--- src/rtl/eject2x2.sv ---
// eject2x2: two-lane ring ejection stage; flits addressed to NODE_ID are queued
// per lane for local sinks, everything else passes through (or deflects when full).
module eject2x2 #(
    parameter int NODE_ID    = 0,
    parameter int DST_LSB    = 4,
    parameter int DST_W      = 4,
    parameter int FIFO_DEPTH = 4
) (
    input  logic         clk,
    input  logic         rst,
    input  logic [143:0] port0_ci,
    input  logic [143:0] port1_ci,
    input  logic         portl0_ri,
    input  logic         portl1_ri,
    output logic [143:0] port0_co,
    output logic [143:0] port1_co,
    output logic [143:0] portl0_co,
    output logic [143:0] portl1_co,
    output logic [3:0]   l0_cnt,
    output logic [3:0]   l1_cnt,
    output logic [15:0]  defl_cnt
);
    localparam int CW = 144;
    localparam int PW = $clog2(FIFO_DEPTH);

    logic [CW-1:0] w_ci  [2];
    logic [CW-1:0] w_co  [2];
    logic [CW-1:0] w_lo  [2];
    logic [3:0]    w_cnt [2];
    logic [1:0]    w_ri;
    logic [1:0]    w_defl;
    logic [16:0]   w_dsum;
    logic [15:0]   r_defl;

    assign w_ci[0]   = port0_ci;
    assign w_ci[1]   = port1_ci;
    assign w_ri      = {portl1_ri, portl0_ri};
    assign port0_co  = w_co[0];
    assign port1_co  = w_co[1];
    assign portl0_co = w_lo[0];
    assign portl1_co = w_lo[1];
    assign l0_cnt    = w_cnt[0];
    assign l1_cnt    = w_cnt[1];
    assign defl_cnt  = r_defl;

    for (genvar g = 0; g < 2; g++) begin : g_lane
        logic [CW-1:0] r_mem [FIFO_DEPTH];
        logic [CW-1:0] r_co;
        logic [3:0]    r_cnt;
        logic [PW-1:0] r_wp, r_rp;
        logic          w_match, w_pop, w_push;

        assign w_match   = w_ci[g][0] && (w_ci[g][DST_LSB +: DST_W] == DST_W'(NODE_ID));
        assign w_pop     = (r_cnt != 4'd0) && w_ri[g];
        // A full FIFO still accepts when its head leaves in the same cycle
        assign w_push    = w_match && ((r_cnt < 4'(FIFO_DEPTH)) || w_pop);
        assign w_defl[g] = w_match && !w_push;
        assign w_co[g]   = r_co;
        assign w_cnt[g]  = r_cnt;
        assign w_lo[g]   = (r_cnt != 4'd0) ? r_mem[r_rp] : '0;

        always_ff @(posedge clk or negedge rst) begin
            if (!rst) begin
                r_co  <= '0;
                r_cnt <= '0;
                r_wp  <= '0;
                r_rp  <= '0;
            end else begin
                r_co  <= (w_ci[g][0] && !w_push) ? w_ci[g] : '0;
                r_cnt <= r_cnt + 4'(w_push) - 4'(w_pop);
                if (w_push) r_wp <= (r_wp == PW'(FIFO_DEPTH - 1)) ? '0 : r_wp + 1'b1;
                if (w_pop) r_rp <= (r_rp == PW'(FIFO_DEPTH - 1)) ? '0 : r_rp + 1'b1;
            end
        end

        always_ff @(posedge clk) begin
            if (w_push) r_mem[r_wp] <= w_ci[g];
        end
    end

    assign w_dsum = {1'b0, r_defl} + 17'(w_defl[0]) + 17'(w_defl[1]);

    always_ff @(posedge clk or negedge rst) begin
        if (!rst) r_defl <= '0;
        else r_defl <= w_dsum[16] ? 16'hFFFF : w_dsum[15:0];
    end
endmodule

--- config.mk ---
export PLATFORM = sky130hd
export DESIGN_NAME = eject2x2
export DESIGN_NICKNAME = d
export VERILOG_FILES = /design/src/rtl/eject2x2.sv
export SDC_FILE = /design/constraint.sdc
export NUM_CORES = 1
export LEC_CHECK = 0
export CAP_MARGIN = 10
export CORE_ASPECT_RATIO = 0.7
export CORE_MARGIN = 2
export CORE_UTILIZATION = 25
export CTS_BUF_LIST = sky130_fd_sc_hd__clkbuf_8 sky130_fd_sc_hd__clkbuf_16
export DETAILED_ROUTE_END_ITERATION = 16
export SETUP_SLACK_MARGIN = 0.5
export SLEW_MARGIN = 10
export SYNTH_ARGS = -nofsm -noshare
export SYNTH_HDL_FRONTEND = slang
export SYNTH_SLANG_ARGS = --single-unit
--- constraint.sdc ---
create_clock -name clk -period 6.68 [get_ports clk]
set_input_delay 1.336 -clock clk [delete_from_list [all_inputs] [get_ports clk]]
set_output_delay 1.336 -clock clk [all_outputs]
set_load 0.005 [all_outputs]
; ---- Word-level counts from Yosys, hierarchy flattened
; Memory sizes are Yosys's and may differ from the RTL's.
; Cells that the tools add are included.
[totals]
n_memories = 2
wordCells = 58
out_inout_bits = 600
mem_bits_rw = 1152
in_bits = 292
regBits = 320
[classes]
eq_ne = 4
magnitude_cmp = 2
reduce_logical = 18
addsub = 10
mux = 13
[memory_table]
columns = name, words, word_bits, read_ports, rd_clocked_by_memory_dff, write_ports, line_no
row1 = g_lane[0].r_mem, 4, 144, 1, 0, 1, 47  ; logic [CW-1:0] r_mem [FIFO_DEPTH];
row2 = g_lane[1].r_mem, 4, 144, 1, 0, 1, 47
[ops]
columns = operator, count
row1 = $mux W144, 4
row2 = $add A16 B1 Y17, 1
row3 = $add A17 B1 Y17, 1
row4 = $mux W16, 1
row5 = $logic_and A1 B1 Y1, 10
row6 = $add A2 B1 Y2 const B, 4
row7 = $add A4 B1 Y4, 2
row8 = $eq A2 B2 Y1 const B, 4
row9 = $logic_not A4 Y1, 2
row10 = $lt A4 B3 Y1 const B, 2
row11 = $mux W2, 4
row12 = $reduce_bool A4 Y1, 2
row13 = $sub A4 B1 Y4, 2
row14 = $mux W1, 4
row15 = $logic_not A1 Y1, 2
row16 = $logic_or A1 B1 Y1, 2

; ---- Logic depth before layout (Yosys ltp)
[depth]
word_depth = 9
ltp_mapped = 13
mapped_depth_nobuf = 11

; ---- Worst setup path before layout
; No wires, ideal clock.
[synth_path]
path_type = input port to flip-flop
start = input port port1_ci[4]
end = memory g_lane[1].r_mem[3][0] (enable)
setup_ps = 521
arrival_time_ps = 5418
slack_ps = 741
path_stages = 3
path_buffers = 0
cell_sequence = nor4_1 -> and2_0 -> and3_1
[synth_between]
elab_chain_cells = 5
[synth_lines]
columns = item, line_no
row1 = "start, declared", 12  ; input logic [143:0] port1_ci,
row2 = $logic_not A4 Y1, 53  ; assign w_match = w_ci[g][0] && (w_ci[g][DST_LSB +: DST_W] == DST_W'(NODE_ID));
row3 = $logic_and A1 B1 Y1, 53
row4 = $logic_and A1 B1 Y1, 56  ; assign w_push = w_match && ((r_cnt < 4'(FIFO_DEPTH)) || w_pop);
row5 = $mux W1, 77  ; if (w_push) r_mem[r_wp] <= w_ci[g];
row6 = $mux W1 (implied by the code), 77
row7 = "end, declared", 47
; No other way between the ends.

; ---- Final worst setup path
[layout_path]
start = register g_lane[0].r_rp[0]
end = output port portl0_co[110]
[layout_between]
elab_chain_cells = 2
[layout_lines]
columns = item, line_no
row1 = "start, declared", 50  ; logic [PW-1:0] r_wp, r_rp;
row2 = "start signal, assigned", 72  ; if (w_pop) r_rp <= (r_rp == PW'(FIFO_DEPTH - 1)) ? '0 : r_rp + 1'b1;
row3 = $mem_v2 Z4 W144, n/a
row4 = $mux W144, 60  ; assign w_lo[g] = (r_cnt != 4'd0) ? r_mem[r_rp] : '0;
row5 = "end, declared", 17  ; output logic [143:0] portl0_co,
; No other way between the ends.

==> results.yml <==
status:
  status: "complete, no violations"
sta:
  slew_headroom_pct: 29.39
  skew_ns: 0.06406
  finalSetupTns_ns: 0
  hold_viol_final: 0
  slew_viol_final: 0
  setup_viol: 0
  final.period_utilization_pct: 73.48
  tightest_slew_ns: 1.059
  rsz0062_at_grt: "false"
  period_minus_slack_ns: 4.908
  max_freq_ghz: 0.2037
  hold_ws_ns: 0.5265
final_layout:
  final_cell_mix: "edfxtp_1, clkdlybuf4s50_1, and2_1"
  fin_area_mm2: 0.07207
  multi_input_area_mm2: 0.01113
  fill_cells: 20530
  seq_area_mm2: 0.04262
  area_delta_synth_final_pct: 32.71
  drive_gt1_share_pct: 15.81
  nets: 3898
  final_common_cell: "edfxtp_1"
worst_setup_path:
  worstPathBufferInverterCount: 2
  r2r_slack_ns: 2.94
  crit_type: "flop to output pin"
  worstReg2RegEnd: "defl_cnt[7]"
  crit_path_top_delay_cell: "dfrtp_4"
  r2r-start: "l1_cnt[2]"
  endpoint_kind: "output pin"
  worst_path_dominant_cell_family: "buffers and inverters"
  endpoint: "portl0_co[110]"
  slowest_delay_ns: 0.95
  worstSetupStartpointType: "flop"
  arrival_ns: 3.57
  crit_path_cell_trace: "buf_4 > mux4_2 > and2_1 > clkdlybuf4s50_1"
  worstRegToRegCells: 12
  cp-startpoint: "g_lane[0].r_rp[0]"
  path_max_fanout: 29
  crit_required_ns: 5.34
  critical_path_depth: 4
pwr:
  p_leak_nw: 24.63
  powerDensity_mw_per_mm2: 366.5
  seq_power_share_pct: 39.6
  cellInternalPower_w: 0.01937
  ir_worst_vdd_mv: 0.2071
  p_comb_share_pct: 28.0
  power.switching_w: 0.007044
  switching_share_pct: 26.67
  p_total_w: 0.02641
  power_frac_clock_pct: 32.4
route:
  first_iter_violations: 2069
  route.vias.total: 27610
  drc: 0
  wirelength_um: 140300
  post_drt_wl_per_cell_um: 21.25
  routed_via_density: 4.181
  antenna_left: 0
  drt_pass1_iterations: 5
logic_synthesis:
  netlist-cell-type-count: 36
  ys_warn_count: 0
  syn_area_mm2: 0.05431
  syn_nets: 2925
  ys_seq_area_share_pct: 78.45
  syn_inst: 2609
  avgSynthCellArea_um2: 20.81
  ys_ff_latch: 1472
floorplan:
  core_region_area_mm2: 0.2165
  fp.dieH_um: 393.9
  start_util_pct: 25.08
  fp.dieW_um: 561.1
  die_area_mm2: 0.2210
  ioPinCount: 892
  rows: 143
placement:
  dpl-instance-area_mm2: 0.06702
  place_hpwl_um: 90990
  port_buffers: 891
  place.gp.congestion: 0.7574
grt:
  grt_pass1_vias: 28966
  grt_max_degree: 121
  grt_pass1_wl_um: 204000
  antenna_found_initial: 22
  grtUsageTotal_pct: 12.44
  grt-ovfl-total: 0
clocking:
  cts.sinks: 1472
  root_buffer: "clkbuf_16"
  clkLatencyLatePin_ns: 0.80
  ctsResizeCount: 0
  numCtsBuffers: 158
  postCtsSetupBuffers: 0
  cts_hold_buf: 0
  htreeDepth: 4
  cts.path.max_buffers: 4
  tritoncts: "yes"
  path_clk_slew_ns: 0.07
min_path:
  min_path_type: "input pin to async pin"
flow_run:
  drv_cap: 0
final cells by class:
cell class	instances	area share [%]
Antenna cell	2	0.006945
Inverter	16	0.08333
Multi-Input combinational cell	994	15.44
Clock buffer	176	5.892
Tap cell	2900	5.035
Clock inverter	103	1.102
Timing Repair Buffer	940	13.31
Sequential cell	1472	59.13
layer usage:
layer	vias up	wire, µm	track usage (%)
li1	11954	-	-
met3	232	10590	3.701
met4	8	3630	3.503
met5	-	48	0
met1	14446	60360	16.47
met2	970	65690	19.76
cells by family after synthesis:
kind of cell	count (synthesis)	synth area share (%)
simple gates	644	7.278
fa+ha+maj	24	0.5944
flops	1472	78.45
xor+xnor	15	0.2419
compound gates	19	0.2673
mux	292	12.03
buf+inv	143	1.145
power by group through the flow:
stage	clock network, W	logic [W]	registers [W]
2_1_floorplan	0	0.00356	0.0104
3_3_place_gp	0	0.00757	0.0107
3_5_place_dp	0	0.00756	0.0107
4_1_cts	0.00883	0.00761	0.0105
5_1_grt	0.00917	0.00798	0.0105
6_report	0.00855	0.00740	0.0105
metrics by stage:
stage,setup WS (ns),instances,utilization (%)
global route,1.441,6603,33.29
finish,1.772,6603,33.29
CTS,1.490,6601,33.29
detailed placement,1.875,6322,30.96
floorplan,0.7411,2609,-
global placement,2.018,6322,30.96
registers in the layout, indices dropped and copies added, names as in the netlist:
register	count
g_lane.r_mem	1152
l1_cnt	4
l0_cnt	4
g_lane.r_wp	4
port1_co	144
g_lane.r_rp	4
port0_co	144
defl_cnt	16
synth_stat cells (all sizes together):
library cell	n	area (µm²)
a21boi	2	37.54
a21o	6	45.04
a21oi	4	20.02
a31oi	1	6.260
a41oi	1	8.760
and2	576	3603
and3	9	56.30
and4	1	8.760
buf	50	247.7
clkbuf	77	314.1
dfrtp	320	8008
edfxtp	1152	34590
fa	3	60.06
ha	21	262.8
inv	16	60.06
mux2	4	45.04
mux4	288	6486
nand2	22	82.58
nand2b	2	12.51
nand3	9	45.04
nand4	4	25.02
nor2	6	22.52
nor3	6	30.03
nor3b	1	7.510
nor4	5	31.28
o21a	1	7.510
o21ai	4	20.02
or3b	2	20.02
or4	1	7.510
xnor2	10	87.58
xor2	5	43.79
worst min-delay path by stage:
stage / from / endpoint / slack (ns) / cells after the start
global placement: l1_cnt[0] / l1_cnt[0] / 0.53 / 1
floorplan: l0_cnt[0] / l0_cnt[0] / 0.52 / 1
detailed placement: l1_cnt[0] / l1_cnt[0] / 0.56 / 1
finish: rst / port1_co[20] / 0.53 / 1
global route: rst / port1_co[20] / 0.53 / 1
CTS: rst / port1_co[20] / 0.52 / 1
(Power assumes the default switching activity.)
